File: config.mk
export PLATFORM = sky130hd
export DESIGN_NAME = intr_controller
export DESIGN_NICKNAME = d
export VERILOG_FILES = /design/src/rtl/intr_controller.sv
export SDC_FILE = /design/constraint.sdc
export NUM_CORES = 1
export LEC_CHECK = 0
export ABC_CLOCK_PERIOD_IN_PS = 5300
export CAP_MARGIN = 15
export CORE_MARGIN = 2
export CORE_UTILIZATION = 25
export CTS_CLUSTER_DIAMETER = 100
export DETAILED_ROUTE_END_ITERATION = 6
export PLACE_DENSITY_LB_ADDON = 0.12
export SYNTH_ARGS = -nofsm -noshare
export SYNTH_HDL_FRONTEND = slang
export SYNTH_SLANG_ARGS = --single-unit
File: constraint.sdc
create_clock -name clk -period 5.3 [get_ports clk]
set_clock_uncertainty 0.15 [all_clocks]
set_input_delay 0.53 -clock clk [delete_from_list [all_inputs] [get_ports clk]]
set_output_delay 0.53 -clock clk [all_outputs]
set_load 0.02 [all_outputs]
File: src/rtl/intr_controller.sv
// Edge-detected, masked, fixed-priority interrupt controller with single-level in-service tracking.
// Latency: IRQ edge -> pending +1 clk -> intr_req +1 clk at a boundary; no backpressure, requests are held until ack or withdrawn.
module intr_controller #(
    parameter int NUM_SRC = 4,
    parameter int CAUSE_W = 4
) (
    input  logic               clk,
    input  logic               reset,
    input  logic [NUM_SRC-1:0] src_irq,
    input  logic               mask_we,
    input  logic [NUM_SRC-1:0] mask_wdata,
    input  logic               intr_en,
    input  logic [31:0]        intr_vec,
    input  logic               boundary,
    input  logic [31:0]        cur_pc,
    input  logic               intr_ack,
    input  logic               intr_ret,
    output logic               intr_req,
    output logic [31:0]        intr_pc,
    output logic [CAUSE_W-1:0] intr_cause,
    output logic [31:0]        epc,
    output logic               in_service,
    output logic [NUM_SRC-1:0] pending
);

    localparam int PAD_W = 30 - CAUSE_W;

    typedef enum logic [1:0] {
        ST_IDLE    = 2'd0,
        ST_REQ     = 2'd1,
        ST_SERVICE = 2'd2
    } state_t;

    state_t             state_q, state_d;
    logic [NUM_SRC-1:0] pending_q, mask_q, prev_irq_q;
    logic [NUM_SRC-1:0] eligible, rise, clr;
    logic [CAUSE_W-1:0] cause_q, cause_d, winner;
    logic [31:0]        epc_q, epc_d;

    assign eligible = pending_q & mask_q;
    assign rise     = src_irq & ~prev_irq_q;

    // Scan from the top so the lowest set index is the one left standing.
    always_comb begin
        winner = '0;
        for (int i = NUM_SRC - 1; i >= 0; i--) begin
            if (eligible[i]) begin
                winner = CAUSE_W'(i);
            end
        end
    end

    always_comb begin
        clr = '0;
        for (int i = 0; i < NUM_SRC; i++) begin
            clr[i] = (state_q == ST_REQ) && intr_ack && (cause_q == CAUSE_W'(i));
        end
    end

    always_comb begin
        state_d = state_q;
        cause_d = cause_q;
        epc_d   = epc_q;
        case (state_q)
            ST_IDLE: begin
                if (intr_en && boundary && (|eligible)) begin
                    state_d = ST_REQ;
                    cause_d = winner;
                    epc_d   = cur_pc;
                end
            end
            ST_REQ: begin
                // An ack in the same cycle as intr_en dropping still takes the trap.
                if (intr_ack) begin
                    state_d = ST_SERVICE;
                end else if (!intr_en) begin
                    state_d = ST_IDLE;
                end
            end
            ST_SERVICE: begin
                if (intr_ret) begin
                    state_d = ST_IDLE;
                end
            end
            default: state_d = ST_IDLE;
        endcase
    end

    always_ff @(posedge clk) begin
        if (reset) begin
            state_q    <= ST_IDLE;
            pending_q  <= '0;
            mask_q     <= '1;
            prev_irq_q <= '1;
            cause_q    <= '0;
            epc_q      <= '0;
        end else begin
            state_q    <= state_d;
            pending_q  <= (pending_q & ~clr) | rise;
            prev_irq_q <= src_irq;
            cause_q    <= cause_d;
            epc_q      <= epc_d;
            if (mask_we) begin
                mask_q <= mask_wdata;
            end
        end
    end

    assign intr_req   = (state_q == ST_REQ);
    assign in_service = (state_q == ST_SERVICE);
    assign intr_cause = cause_q;
    assign epc        = epc_q;
    assign pending    = pending_q;
    assign intr_pc    = intr_vec + {{PAD_W{1'b0}}, cause_q, 2'b00};

endmodule

# ---- Word-level counts from Yosys, hierarchy flattened
# Index checks and enable logic that the tools add are counted.
dict set report word_totals {
  out_inout_bits 74
  inputBits 79
  wordCells 42
  register_bits 50
}
dict set report op_classes {
  muxes 9
  bitwise_logic 6
  addsub 1
  n_reduce_logical 12
  n_eq_ne 8
}
# cell count
set op_table {}
lappend op_table {{32-bit by 6-bit adder with 32-bit output} 1}
lappend op_table {{4-bit bitwise AND} 3}
lappend op_table {{4-bit two-way mux} 3}
lappend op_table {{2-bit two-way mux} 5}
lappend op_table {{4-bit by 2-bit equality test with 1-bit output (second input constant)} 2}
lappend op_table {{4-bit NOT} 2}
lappend op_table {{1-bit logical AND} 7}
lappend op_table {{2-bit case mux with 3 select lines} 1}
lappend op_table {{4-bit by 1-bit equality test with 1-bit output (second input constant)} 1}
lappend op_table {{4-bit zero test} 1}
lappend op_table {{2-bit inequality test (second input constant)} 2}
lappend op_table {{4-bit bitwise OR} 1}
lappend op_table {{4-bit OR reduction} 1}
lappend op_table {{3-bit inequality test (second input constant)} 1}
lappend op_table {{3-bit AND reduction} 1}
lappend op_table {{2-bit by 1-bit equality test with 1-bit output (second input constant)} 1}
lappend op_table {{2-bit equality test (second input constant)} 1}
lappend op_table {{2-bit zero test} 1}
lappend op_table {{2-bit AND reduction} 1}

# ---- Depth between registers and ports, before layout
dict set report depth {
  ltp_word 6
  mapped_depth 6
  depth_no_buf 6
}

# ---- Worst setup path after synthesis
# Ideal clock, no wire load.
dict set report synth_timing {
  kind {register to output}
  startpoint {register cause_q[0], in the netlist intr_cause[0]}
  endpoint {output intr_pc[26]}
  path_stages_with_launch 7
  t_arrival_ns 2.129
  path_slack_ns 2.491
  required_time_ns 4.620
  cell_sequence {dfxtp_1 -> ha_1 -> fa_1 -> nand3_1 -> nor4_4 -> nand4_1 -> xnor2_1}
}
dict set report synth_via {
  elab_chain_len 1
}
# element line_no
set synth_rtl {}
lappend synth_rtl {{start: declaration} 37} ;# logic [CAUSE_W-1:0] cause_q, cause_d, winner;
lappend synth_rtl {{start signal: assignment} 101} ;# cause_q <= cause_d;
lappend synth_rtl {{32-bit by 6-bit adder with 32-bit output} 114} ;# assign intr_pc = intr_vec + {{PAD_W{1'b0}}, cause_q, 2'b00};
lappend synth_rtl {{end: declaration} 19} ;# output logic [31:0] intr_pc,
# Every way passes these cells.

# ---- Worst setup path after layout
dict set report layout_timing {
  startpoint {input intr_vec[2]}
  endpoint {output intr_pc[26]}
}
dict set report layout_via {
  elab_chain_len 1
}
# element line_no
set layout_rtl {}
lappend layout_rtl {{start: declaration} 13} ;# input logic [31:0] intr_vec,
lappend layout_rtl {{32-bit by 6-bit adder with 32-bit output} 114}
# Every way passes these cells.

==> impl_metrics.py <==
metrics = {
    "run_status": {
        "status": "finished, final reports clean",
    },
    "critical_path": {
        "r2r-start": "state_q[1]",
        "worst_ep_arrival_time_ns": 3.10,
        "endpoint_kind": "output port",
        "required_ns": 4.62,
        "crit_type": "input port to output port",
        "critPathLaunchType": "input port",
        "r2r_end": "epc[14]",
        "cp_max_fo": 8,
        "worstRegToRegCells": 5,
        "reg2reg_slack_ns": 3.62,
    },
    "route": {
        "via_per_inst": 4.50,
        "drc": 0,
        "vias": 2436,
        "routed_wl_um": 6880,
        "ant_nets": 0,
        "routedWlPerCell_um": 12.7,
        "drt-initial-drc-count": 67,
        "dr.pass1.iters": 4,
    },
    "logic_synthesis": {
        "synth.area.top_cells": "dfxtp_1 (41%), nand2_1 (12%), a21oi_1 (8.5%)",
        "synthDistinctLibCells": 38,
        "ys_seq_elements": 48,
        "yosysSeqAreaShare_pct": 40.9,
        "synth_top_cell_by_area": "dfxtp_1",
        "postSynthCellCount": 289,
        "yosys_warnings": 0,
        "yosysTopAreaCellShare_pct": 40.9,
        "syn_avg_cell_area_um2": 8.13,
        "async_reset_ff_share_pct": 0,
        "synth_area_um2": 2350,
        "synth_most_common_cell": "nand2_1",
        "synth_edf_count": 0,
        "synth_flop_cell": "dfxtp_1",
        "yosys-top-cells-count": "nand2_1 (72), dfxtp_1 (48), a21oi_1 (40), xnor2_1 (22), nand3_1 (17)",
    },
    "final_layout": {
        "final_area_um2": 4040,
        "syn_to_final_growth_pct": 72.0,
        "drive_above_1_share_pct": 4.65,
        "fin_cells": 541,
        "antenna_cells": 0,
        "nets": 511,
    },
    "clock_network": {
        "post_cts_buffers": 0,
        "insertion_delay_ns": 0.29,
        "htree_levels": 2,
        "cts_buffers": 5,
        "ctsResizeCount": 0,
        "cts_num_sinks": 48,
        "cts_tree": "done",
        "hold_buffers": 0,
        "cts_max_path_buffers": 2,
        "clk_pin_slew_ns": 0.08,
        "cts-root-buf": "clkbuf_8",
    },
    "floorplan": {
        "die_area_um2": 10200,
        "die_h_um": 101,
        "boundaryPins": 153,
        "placementRows": 35,
        "initial_core_util_pct": 25.5,
        "core_um2": 9200,
        "fp.dieW_um": 101,
    },
    "timing": {
        "setup_tns_ns": 0,
        "finalCriticalPeriod_ns": 3.78,
        "slew_headroom_pct": 41.2,
        "fmax_mhz": 264,
        "hold_violations": 0,
        "rsz0062_at_grt": "false",
        "timing.final.max_slew_violations": 0,
        "setup_viol_count_final": 0,
        "holdWs_ns": 0.306,
        "tightest_slew_ns": 0.883,
        "fin_crit_sh_pct": 71.4,
    },
    "grt": {
        "antenna_found_initial": 0,
        "grt_max_degree": 49,
        "gr-total-overflow": 0,
        "grt_pass1_vias": 2269,
        "grt_pass1_wl_um": 11100,
        "grt_util_all_layers_pct": 13.3,
    },
    "placed_design": {
        "dp_cells": 532,
        "dp_hpwl_um": 5150,
        "place_congestion": 0.749,
        "post_dp_cell_area_um2": 3870,
        "io_buffers": 146,
    },
    "job": {
        "drv_cap": 0,
    },
    "worst_hold_path": {
        "hold_path_depth": 2,
        "hp-class": "flip-flop to flip-flop",
        "hold_end": "epc[5]",
        "worstHoldStart": "epc[5]",
    },
    "power_and_ir_drop": {
        "pwr_density_cell_nw_per_um2": 224,
        "leakagePower_nw": 1.40,
        "ir_drop_v": 0.000160,
    },
}
-- cell type report --
| class | count | area [um2] |
|---|---|---|
| multi-input cells | 223 | 1300 |
| clock inverters | 3 | 68.8 |
| clock buffers | 5 | 68.8 |
| repair buffers | 149 | 1500 |
| well taps | 111 | 139 |
| inverters | 2 | 7.51 |
| flip-flops and latches | 48 | 961 |
| fillers | 960 | 5160 |
-- report_power, final --
part | switching [mW] | internal (mW)
clock | 0.125 | 0.190
combinational | 0.0916 | 0.113
sequential | 0.00895 | 0.375
total | 0.225 | 0.679
-- kinds of logic (layout without fill, tap and decap cells) --
family	count (synthesis)	after routing	synth area share, %
AOI/OAI and AO/OA	55	55	13.7
buffers and inverters	19	159	4.05
adders and majority gates	3	3	1.92
xor gates and xnor gates	28	28	10.4
and+or+nand+nor	135	135	28.8
DFF	48	48	40.9
other	1	2	0.160
-- sequential cells by signal, indices dropped and copies added (netlist names) --
register	count
epc	32
mask_q	4
pending	4
prev_irq_q	4
intr_cause	2
state_q	2
-- placed cells by master (no fill, tap or decap), types with 5 or more instances in the layout --
master,instances
and3_1,6
dfxtp_1,48
a21oi_1,40
xor2_1,6
clkdlybuf4s50_1,145
a211o_1,5
xnor2_1,22
clkbuf_8,5
nand3_1,17
nand4_1,6
nor2b_1,7
nand2_1,72
nor2_1,5
-- worst max-delay path by stage --
stage	from	end	slack, ns	cells past startpoint
after detailed placement	intr_vec[2]	intr_pc[30]	1.51	8
after global placement	intr_vec[2]	intr_pc[26]	1.55	8
after floorplan	intr_cause[0]	intr_pc[26]	2.49	6
after CTS	intr_vec[2]	intr_pc[26]	1.50	8
final	intr_vec[2]	intr_pc[26]	1.52	8
after global routing	intr_vec[2]	intr_pc[26]	1.31	8
-- stage by stage --
stage,total power [mW],setup slack (ns),util (%)
floorplan,0.477,2.49,-
global placement,0.597,1.55,42.1
detailed placement,0.596,1.51,42.1
CTS,0.920,1.50,43.6
global route,0.952,1.31,43.9
finish,0.904,1.52,43.9
-- worst max-delay path: stages --
cell             delay [ns]
clkdlybuf4s50_1        0.46
ha_1                   0.18
fa_1                   0.27
nand3_1                0.22
nor4_4                 0.49
nand4_1                0.17
xnor2_1                0.16
clkdlybuf4s50_1        0.62
-- layer usage --
metal	vias to the layer above	track usage [%]	wire length, um
met2	83	21.1	3130
met5	-	0	0
met3	4	3.19	445
met1	1092	18.1	3240
met4	0	3.43	64
li1	1257	-	-
No activity file was read; power rests on OpenSTA's default activity.
